--- src/rtl/imm_ext_pkg.sv ---
// Shared mode codes and buffer-state encoding for the immediate extension pipe.
// No logic; referenced by imm_ext_core and imm_ext_pipe.
// Backpressure: not applicable.
package imm_ext_pkg;

    typedef logic [2:0] mode_t;

    localparam mode_t MODE_ZERO   = 3'd0;
    localparam mode_t MODE_SIGN   = 3'd1;
    localparam mode_t MODE_LUI    = 3'd2;
    localparam mode_t MODE_BRANCH = 3'd3;

    typedef enum logic [1:0] {
        ST_EMPTY = 2'd0,
        ST_ONE   = 2'd1,
        ST_FULL  = 2'd2
    } buf_state_t;

endpackage

--- src/rtl/imm_ext_core.sv ---
// Combinational immediate extender (ZERO/SIGN/LUI/BRANCH); IMM_EXT_ILLEGAL_TRAP_EN selects illegal-mode trapping.
// Latency: 0 cycles (pure combinational).
// Backpressure: none; the caller owns flow control.
module imm_ext_core
    import imm_ext_pkg::*;
#(
    parameter int IN_W  = 16,
    parameter int OUT_W = 32
) (
    input  logic [IN_W-1:0]  imm,
    input  mode_t            mode,
    output logic [OUT_W-1:0] value,
    output logic             err
);

    localparam int PAD_W = OUT_W - IN_W;

    logic [OUT_W-1:0] zext;
    logic [OUT_W-1:0] sext;

    assign zext = {{PAD_W{1'b0}}, imm};
    assign sext = {{PAD_W{imm[IN_W-1]}}, imm};

    always_comb begin
        value = zext;
        err   = 1'b0;
        case (mode)
            MODE_ZERO:   value = zext;
            MODE_SIGN:   value = sext;
            MODE_LUI:    value = {imm, {PAD_W{1'b0}}};
            // Shift stays OUT_W wide, so the top two sign bits fall off.
            MODE_BRANCH: value = sext << 2;
            default: begin
`ifdef IMM_EXT_ILLEGAL_TRAP_EN
                value = '0;
                err   = 1'b1;
`else
                value = zext;
                err   = 1'b0;
`endif
            end
        endcase
    end

endmodule

--- src/rtl/imm_ext_pipe.sv ---
// Immediate extension stage with a 2-entry in-order output buffer; IMM_EXT_ILLEGAL_TRAP_EN enables out_err trapping.
// Latency: 1 cycle from acceptance into an empty buffer to out_valid.
// Backpressure: registered in_ready drops when both entries are occupied; output holds while out_ready is low.
module imm_ext_pipe
    import imm_ext_pkg::*;
#(
    parameter int IN_W  = 16,
    parameter int OUT_W = 32
) (
    input  logic             clk,
    input  logic             rst_n,
    input  logic             in_valid,
    output logic             in_ready,
    input  logic [IN_W-1:0]  in_imm,
    input  logic [2:0]       in_mode,
    output logic             out_valid,
    input  logic             out_ready,
    output logic [OUT_W-1:0] out_imm,
    output logic             out_err
);

    generate
        if (OUT_W < IN_W + 2) begin : g_width_check
            $error("imm_ext_pipe: OUT_W must be at least IN_W+2");
        end
    endgenerate

    buf_state_t       state;
    logic [OUT_W-1:0] ent0_val;
    logic [OUT_W-1:0] ent1_val;
    logic             ent0_err;
    logic             ent1_err;
    logic [OUT_W-1:0] ext_val;
    logic             ext_err;
    logic             push;
    logic             pop;

    imm_ext_core #(
        .IN_W  (IN_W),
        .OUT_W (OUT_W)
    ) u_core (
        .imm   (in_imm),
        .mode  (in_mode),
        .value (ext_val),
        .err   (ext_err)
    );

    assign push = in_valid && in_ready;
    assign pop  = out_valid && out_ready;

    // Entry 0 is always the head and drives the outputs directly.
    assign out_imm = ent0_val;
    assign out_err = ent0_err;

    always_ff @(posedge clk) begin
        if (!rst_n) begin
            state     <= ST_EMPTY;
            ent0_val  <= '0;
            ent1_val  <= '0;
            ent0_err  <= 1'b0;
            ent1_err  <= 1'b0;
            in_ready  <= 1'b0;
            out_valid <= 1'b0;
        end else begin
            case (state)
                ST_EMPTY: begin
                    in_ready <= 1'b1;
                    if (push) begin
                        ent0_val  <= ext_val;
                        ent0_err  <= ext_err;
                        state     <= ST_ONE;
                        out_valid <= 1'b1;
                    end
                end
                ST_ONE: begin
                    if (push && pop) begin
                        ent0_val <= ext_val;
                        ent0_err <= ext_err;
                    end else if (push) begin
                        ent1_val <= ext_val;
                        ent1_err <= ext_err;
                        state    <= ST_FULL;
                        in_ready <= 1'b0;
                    end else if (pop) begin
                        state     <= ST_EMPTY;
                        out_valid <= 1'b0;
                    end
                end
                ST_FULL: begin
                    if (pop) begin
                        ent0_val <= ent1_val;
                        ent0_err <= ent1_err;
                        state    <= ST_ONE;
                        in_ready <= 1'b1;
                    end
                end
                default: begin
                    state     <= ST_EMPTY;
                    in_ready  <= 1'b1;
                    out_valid <= 1'b0;
                end
            endcase
        end
    end

endmodule

--- config.mk ---
export PLATFORM = sky130hd
export DESIGN_NAME = imm_ext_pipe
export DESIGN_NICKNAME = d
export VERILOG_FILES = /design/src/rtl/imm_ext_pkg.sv /design/src/rtl/imm_ext_core.sv /design/src/rtl/imm_ext_pipe.sv
export SDC_FILE = /design/constraint.sdc
export NUM_CORES = 1
export LEC_CHECK = 0
export CORE_ASPECT_RATIO = 1.25
export CORE_MARGIN = 2
export CORE_UTILIZATION = 35
export DETAILED_ROUTE_END_ITERATION = 8
export PLACE_DENSITY = 0.68
export SLEW_MARGIN = 30
export SYNTH_ARGS = -nofsm -noshare
export SYNTH_HDL_FRONTEND = slang
export SYNTH_SLANG_ARGS = --single-unit
--- constraint.sdc ---
create_clock -name clk -period 2 [get_ports clk]
set_clock_uncertainty 0.1 [all_clocks]
set_input_delay 0.2 -clock clk [delete_from_list [all_inputs] [get_ports clk]]
set_output_delay 0.2 -clock clk [all_outputs]
set_load 0.02 [all_outputs]
==> After elaboration in Yosys (flattened, before gate mapping) <==
Index checks and enable logic that the tools add are counted.
{ "classes": {"n_eq_ne": 13, "reduce_logical": 10, "bitwise": 2, "muxes": 22} }
{ "ops": {"columns": ["operator", "n"], "rows": [
  ["32-bit case mux with 3 select lines", 2],
  ["32-bit 2-to-1 mux", 3],
  ["2-bit inequality test, second input constant", 7],
  ["2-bit 2-to-1 mux", 5],
  ["1-bit 2-to-1 mux", 8],
  ["4-bit AND reduction", 2],
  ["3-bit by 2-bit == test with 1-bit output, second input constant", 2],
  ["1-bit case mux with 3 select lines", 2],
  ["2-bit case mux with 3 select lines", 1],
  ["3-bit AND reduction", 2],
  ["5-bit AND reduction", 1],
  ["3-bit by 1-bit == test with 1-bit output, second input constant", 1],
  ["1-bit logical AND", 3],
  ["3-bit inequality test, second input constant", 1],
  ["3-bit nonzero test", 1],
  ["2-bit by 1-bit == test with 1-bit output, second input constant", 1],
  ["2-bit == test, second input constant", 1],
  ["2-bit logical NOT", 1],
  ["1-bit inverter", 2],
  ["1-bit case mux with 2 select lines", 1]
]} }
{ "word_totals": {"word_cells": 53, "reg_bits": 69, "in_bits": 23} }

==> Logic depth before layout (Yosys ltp) <==
{ "logic_depth": {"word_depth": 5, "mapped_depth": 6, "mapped_depth_nobuf": 4} }

==> Modules after synthesis <==
From an unflattened synthesis, not the netlist that was laid out.
{ "hier_totals": {"hier_cells": 427, "hier_area_um2": 3723.6} }
{ "modules_own_cells": {"columns": ["module", "seq_area_each_um2", "area_per_inst_um2", "cells_per_inst", "instances"], "rows": [
  ["imm_ext_pipe", 1401.3, 3154.3, 336, 1],
  ["imm_ext_core", 0.0, 569.3, 91, 1]
]} }

==> Worst setup path after synthesis <==
OpenSTA, ideal clock, no wires.
{ "synth_path": {"kind": "flip-flop to flip-flop", "from": "reg in_ready", "to": "reg ent1_val[28]", "setup_slack_ps": 382, "t_arrival_ps": 1448, "synth_period_minus_slack_ps": 1618, "path_stages_with_launch": 6, "n_path_buf": 1, "path_cell_list": "dfxtp_1 -> and3b_2 -> nand3_4 -> buf_6 -> or3_1 -> a21oi_1"} }
{ "synth_between": {"elab_chain_len": 4} }
{ "synth_lines": {"columns": ["item", "line", "rtl"], "rows": [
  ["start: declaration", "imm_ext_pipe.sv:13", "output logic in_ready,"],
  ["start signal: assignment", "imm_ext_pipe.sv:62", "in_ready <= 1'b0;"],
  ["start signal: assignment", "imm_ext_pipe.sv:67", "in_ready <= 1'b1;"],
  ["start signal: assignment", "imm_ext_pipe.sv:83", "in_ready <= 1'b0;"],
  ["1-bit logical AND (*)", "imm_ext_pipe.sv:48", "assign push = in_valid && in_ready;"],
  ["1-bit logical AND", "imm_ext_pipe.sv:76", "if (push && pop) begin"],
  ["1-bit inverter (no source line)", null, null],
  ["3-bit AND reduction (no source line) (*)", null, null],
  ["end signal: assignment", "imm_ext_pipe.sv:80", "ent1_val <= ext_val;"],
  ["end: declaration", "imm_ext_pipe.sv:30", "logic [OUT_W-1:0] ent1_val;"]
]} }
Every way passes the cells marked *; elsewhere a longest branch is shown, timed or not.
A chain may end at the register's enable or synchronous reset.

==> Worst setup path after layout <==
{ "layout_path": {"from": "reg state[1]", "to": "reg ent1_val[17]"} }
{ "layout_between": {"elab_chain_len": 2} }
{ "layout_lines": {"columns": ["item", "line", "rtl"], "rows": [
  ["start: declaration", "imm_ext_pipe.sv:28", "buf_state_t state;"],
  ["start signal: assignment", "imm_ext_pipe.sv:57", "state <= ST_EMPTY;"],
  ["start signal: assignment", "imm_ext_pipe.sv:71", "state <= ST_ONE;"],
  ["start signal: assignment", "imm_ext_pipe.sv:82", "state <= ST_FULL;"],
  ["2-bit by 1-bit == test with 1-bit output", "imm_ext_pipe.sv:65", "case (state)"],
  ["3-bit AND reduction (no source line)", null, null]
]} }
Every way passes these cells.

==> impl_metrics.py <==
metrics = {
    "run": {
        "maxCapViolations": 0,
    },
    "setup_path": {
        "cp.buffers_inverters": 1,
        "slowest_delay_ns": 0.38,
        "worst-setup-path-type": "register to register",
        "cp.depth": 5,
        "r2r_cells": 5,
        "critPathCaptureType": "register",
        "cpLargestDelayFamily": "simple AND/OR/NAND/NOR gates",
        "start_kind": "register",
        "cp_max_fo": 7,
        "crit_arrival_ns": 1.85,
        "cp_slowest_cell": "dfxtp_1",
        "path_cells": "and3b_2 -> nand3_4 -> buf_4 -> or3_1 -> a21oi_1",
        "crit_required_ns": 2.16,
    },
    "hold_path": {
        "worstHoldPathType": "register to register",
        "worstHoldPathCells": 2,
    },
    "synth": {
        "synthCells": 397,
        "synth_seq_area_share_pct": 41.6,
        "synthArstFlopShare_pct": 0,
        "yosys_register_bits": 68,
        "synth_top_cell_by_area": "dfxtp_1",
        "synthFlopType": "dfxtp_1",
        "synth_top_area_share_pct": 41.6,
        "synth_edf_count": 0,
        "syn_area_per_cell_um2": 8.25,
        "synthesis.nets": 420,
        "synth_area_mm2": 0.00327,
        "ys_warn_count": 0,
        "netlist_top_cells_area": "dfxtp_1, nand2_1, a21oi_1, and4b_1, o311a_1",
        "synth_cell_types": 40,
    },
    "sta": {
        "rsz0062_at_grt": "false",
        "min_period_ns": 1.69,
        "tns_ns": 0,
        "fin_crit_sh_pct": 84.4,
        "setup_viol": 0,
        "clock.fmax_mhz": 593,
        "hold_viol": 0,
        "whs_ns": 0.358,
        "slew_violations": 0,
    },
    "pwr": {
        "power_density_mw_per_mm2": 894,
        "power.leakage_nw": 1.56,
        "ir_worst_vdd_mv": 0.415,
        "p_total_mw": 3.88,
    },
    "final_layout": {
        "antenna_cells": 0,
        "fill_cells": 873,
        "final_area_mm2": 0.00434,
        "layout_commonest_cell": "nand2_1",
        "final_cell_mix": "nand2_1, dfxtp_1, clkdlybuf4s50_1",
        "multi_input_area_mm2": 0.00170,
        "post-route-util_pct": 47.6,
        "nets": 466,
        "drive_gt1_share_pct": 10.0,
        "area.growth.synth_to_final_pct": 32.7,
        "regArea_mm2": 0.00136,
    },
    "grt": {
        "grt_antenna_before_repair": 0,
        "grt_use_total_pct": 17.1,
        "grt_max_degree": 47,
        "overflow": 0,
        "grt_pass1_vias": 2917,
        "grt_pass1_wl_um": 14100,
    },
    "cts": {
        "cts_hold_buf": 0,
        "cts_tree": "built",
        "cts_buffer_depth": 2,
        "cts-resized-gates": 0,
        "postCtsSetupRepairBufs": 0,
        "clk_latency_ns": 0.34,
        "cts.sinks": 68,
        "numCtsBuffers": 9,
        "cts-root-buf": "clkbuf_16",
        "path_clk_slew_ns": 0.05,
        "htree_levels": 3,
    },
    "placement": {
        "io_buffer_count": 56,
        "gp_congestion": 0.792,
        "dp_hpwl_um": 5750,
        "place_area_mm2": 0.00401,
    },
    "detailed_routing": {
        "viasPerCell": 5.26,
        "vias": 3001,
        "routedWlPerCell_um": 14.8,
        "routed_wl_um": 8440,
        "drc_errors": 0,
        "drtIter0Drc": 132,
        "first_pass_iters": 5,
        "antenna_left": 0,
    },
    "status": {
        "status": "finished clean",
    },
    "floorplanning": {
        "dieArea_mm2": 0.0101,
        "io_pins": 58,
        "rows": 39,
        "initial_core_util_pct": 35.9,
        "core_area_mm2": 0.00913,
        "die_x_um": 90.5,
        "die_h_um": 112,
    },
}
worst min-delay path, stage by stage (launching register included):
cell,delay [ns]
dfxtp_1,0.31
nand2_1,0.05
a21oi_1,0.05
sequential cells by signal, indices dropped and copies added, names as in the netlist:
name / count
ent1_val: 32
in_ready: 1
out_imm: 32
out_valid: 1
state: 2
power by group:
part / leakage (nW) / total [mW] / switching (mW) / internal, mW
registers: 0.553 / 1.48 / 0.0498 / 1.43
logic: 0.839 / 0.639 / 0.337 / 0.302
clock network: 0.169 / 1.76 / 0.575 / 1.19
total: 1.56 / 3.88 / 0.962 / 2.92
Yosys cell counts, drive strengths merged (3+ instances only):
cell,number
nand2,70
dfxtp,68
a21oi,36
nor2,34
buf,22
clkbuf,20
o21ai,16
a211oi,15
o21a,15
or3,15
a22oi,14
and4b,14
o22ai,14
o311a,14
inv,3
mux2,3
o211ai,3
layout make-up:
type                    count  share of cell area (%)
multi-input cells         283                    39.1
clock buffers              12                    6.13
clock inverters             4                    1.61
inverters                   4                   0.346
well taps                 123                    3.54
flip-flops and latches     68                    31.3
repair buffers             77                    18.0
final timing paths:
kind,from,end,slack (ns)
max,state[1],ent1_val[17],0.31
min,ent1_val[24],ent1_val[24],0.36
max reg2reg,state[1],ent1_val[17],0.31
min reg2reg,ent1_val[24],ent1_val[24],0.36
cell families (layout without fill, tap and decap cells):
group,Yosys count,count (layout),synth area share (%)
simple gates,145,145,22.4
other cells,1,1,0.115
flops,68,68,41.6
mux,4,4,1.45
compound gates,133,133,27.3
buf+inv,46,97,7.11
metrics by stage:
stage	std cells	setup slack, ns
final	571	0.313
after global routing	571	0.197
after CTS	571	0.300
after detailed placement	555	0.0158
after global placement	555	0.0738
after floorplan	397	0.382
layer usage:
layer  vias up  part of all wire (%)  GRT usage (%)
met5         -                     0              0
met4         0                   2.1           9.54
met3        10                   5.7           4.77
met2        80                    47           26.6
met1      1380                    46           21.5
li1       1531                     -              -
(Power assumes the default switching activity.)
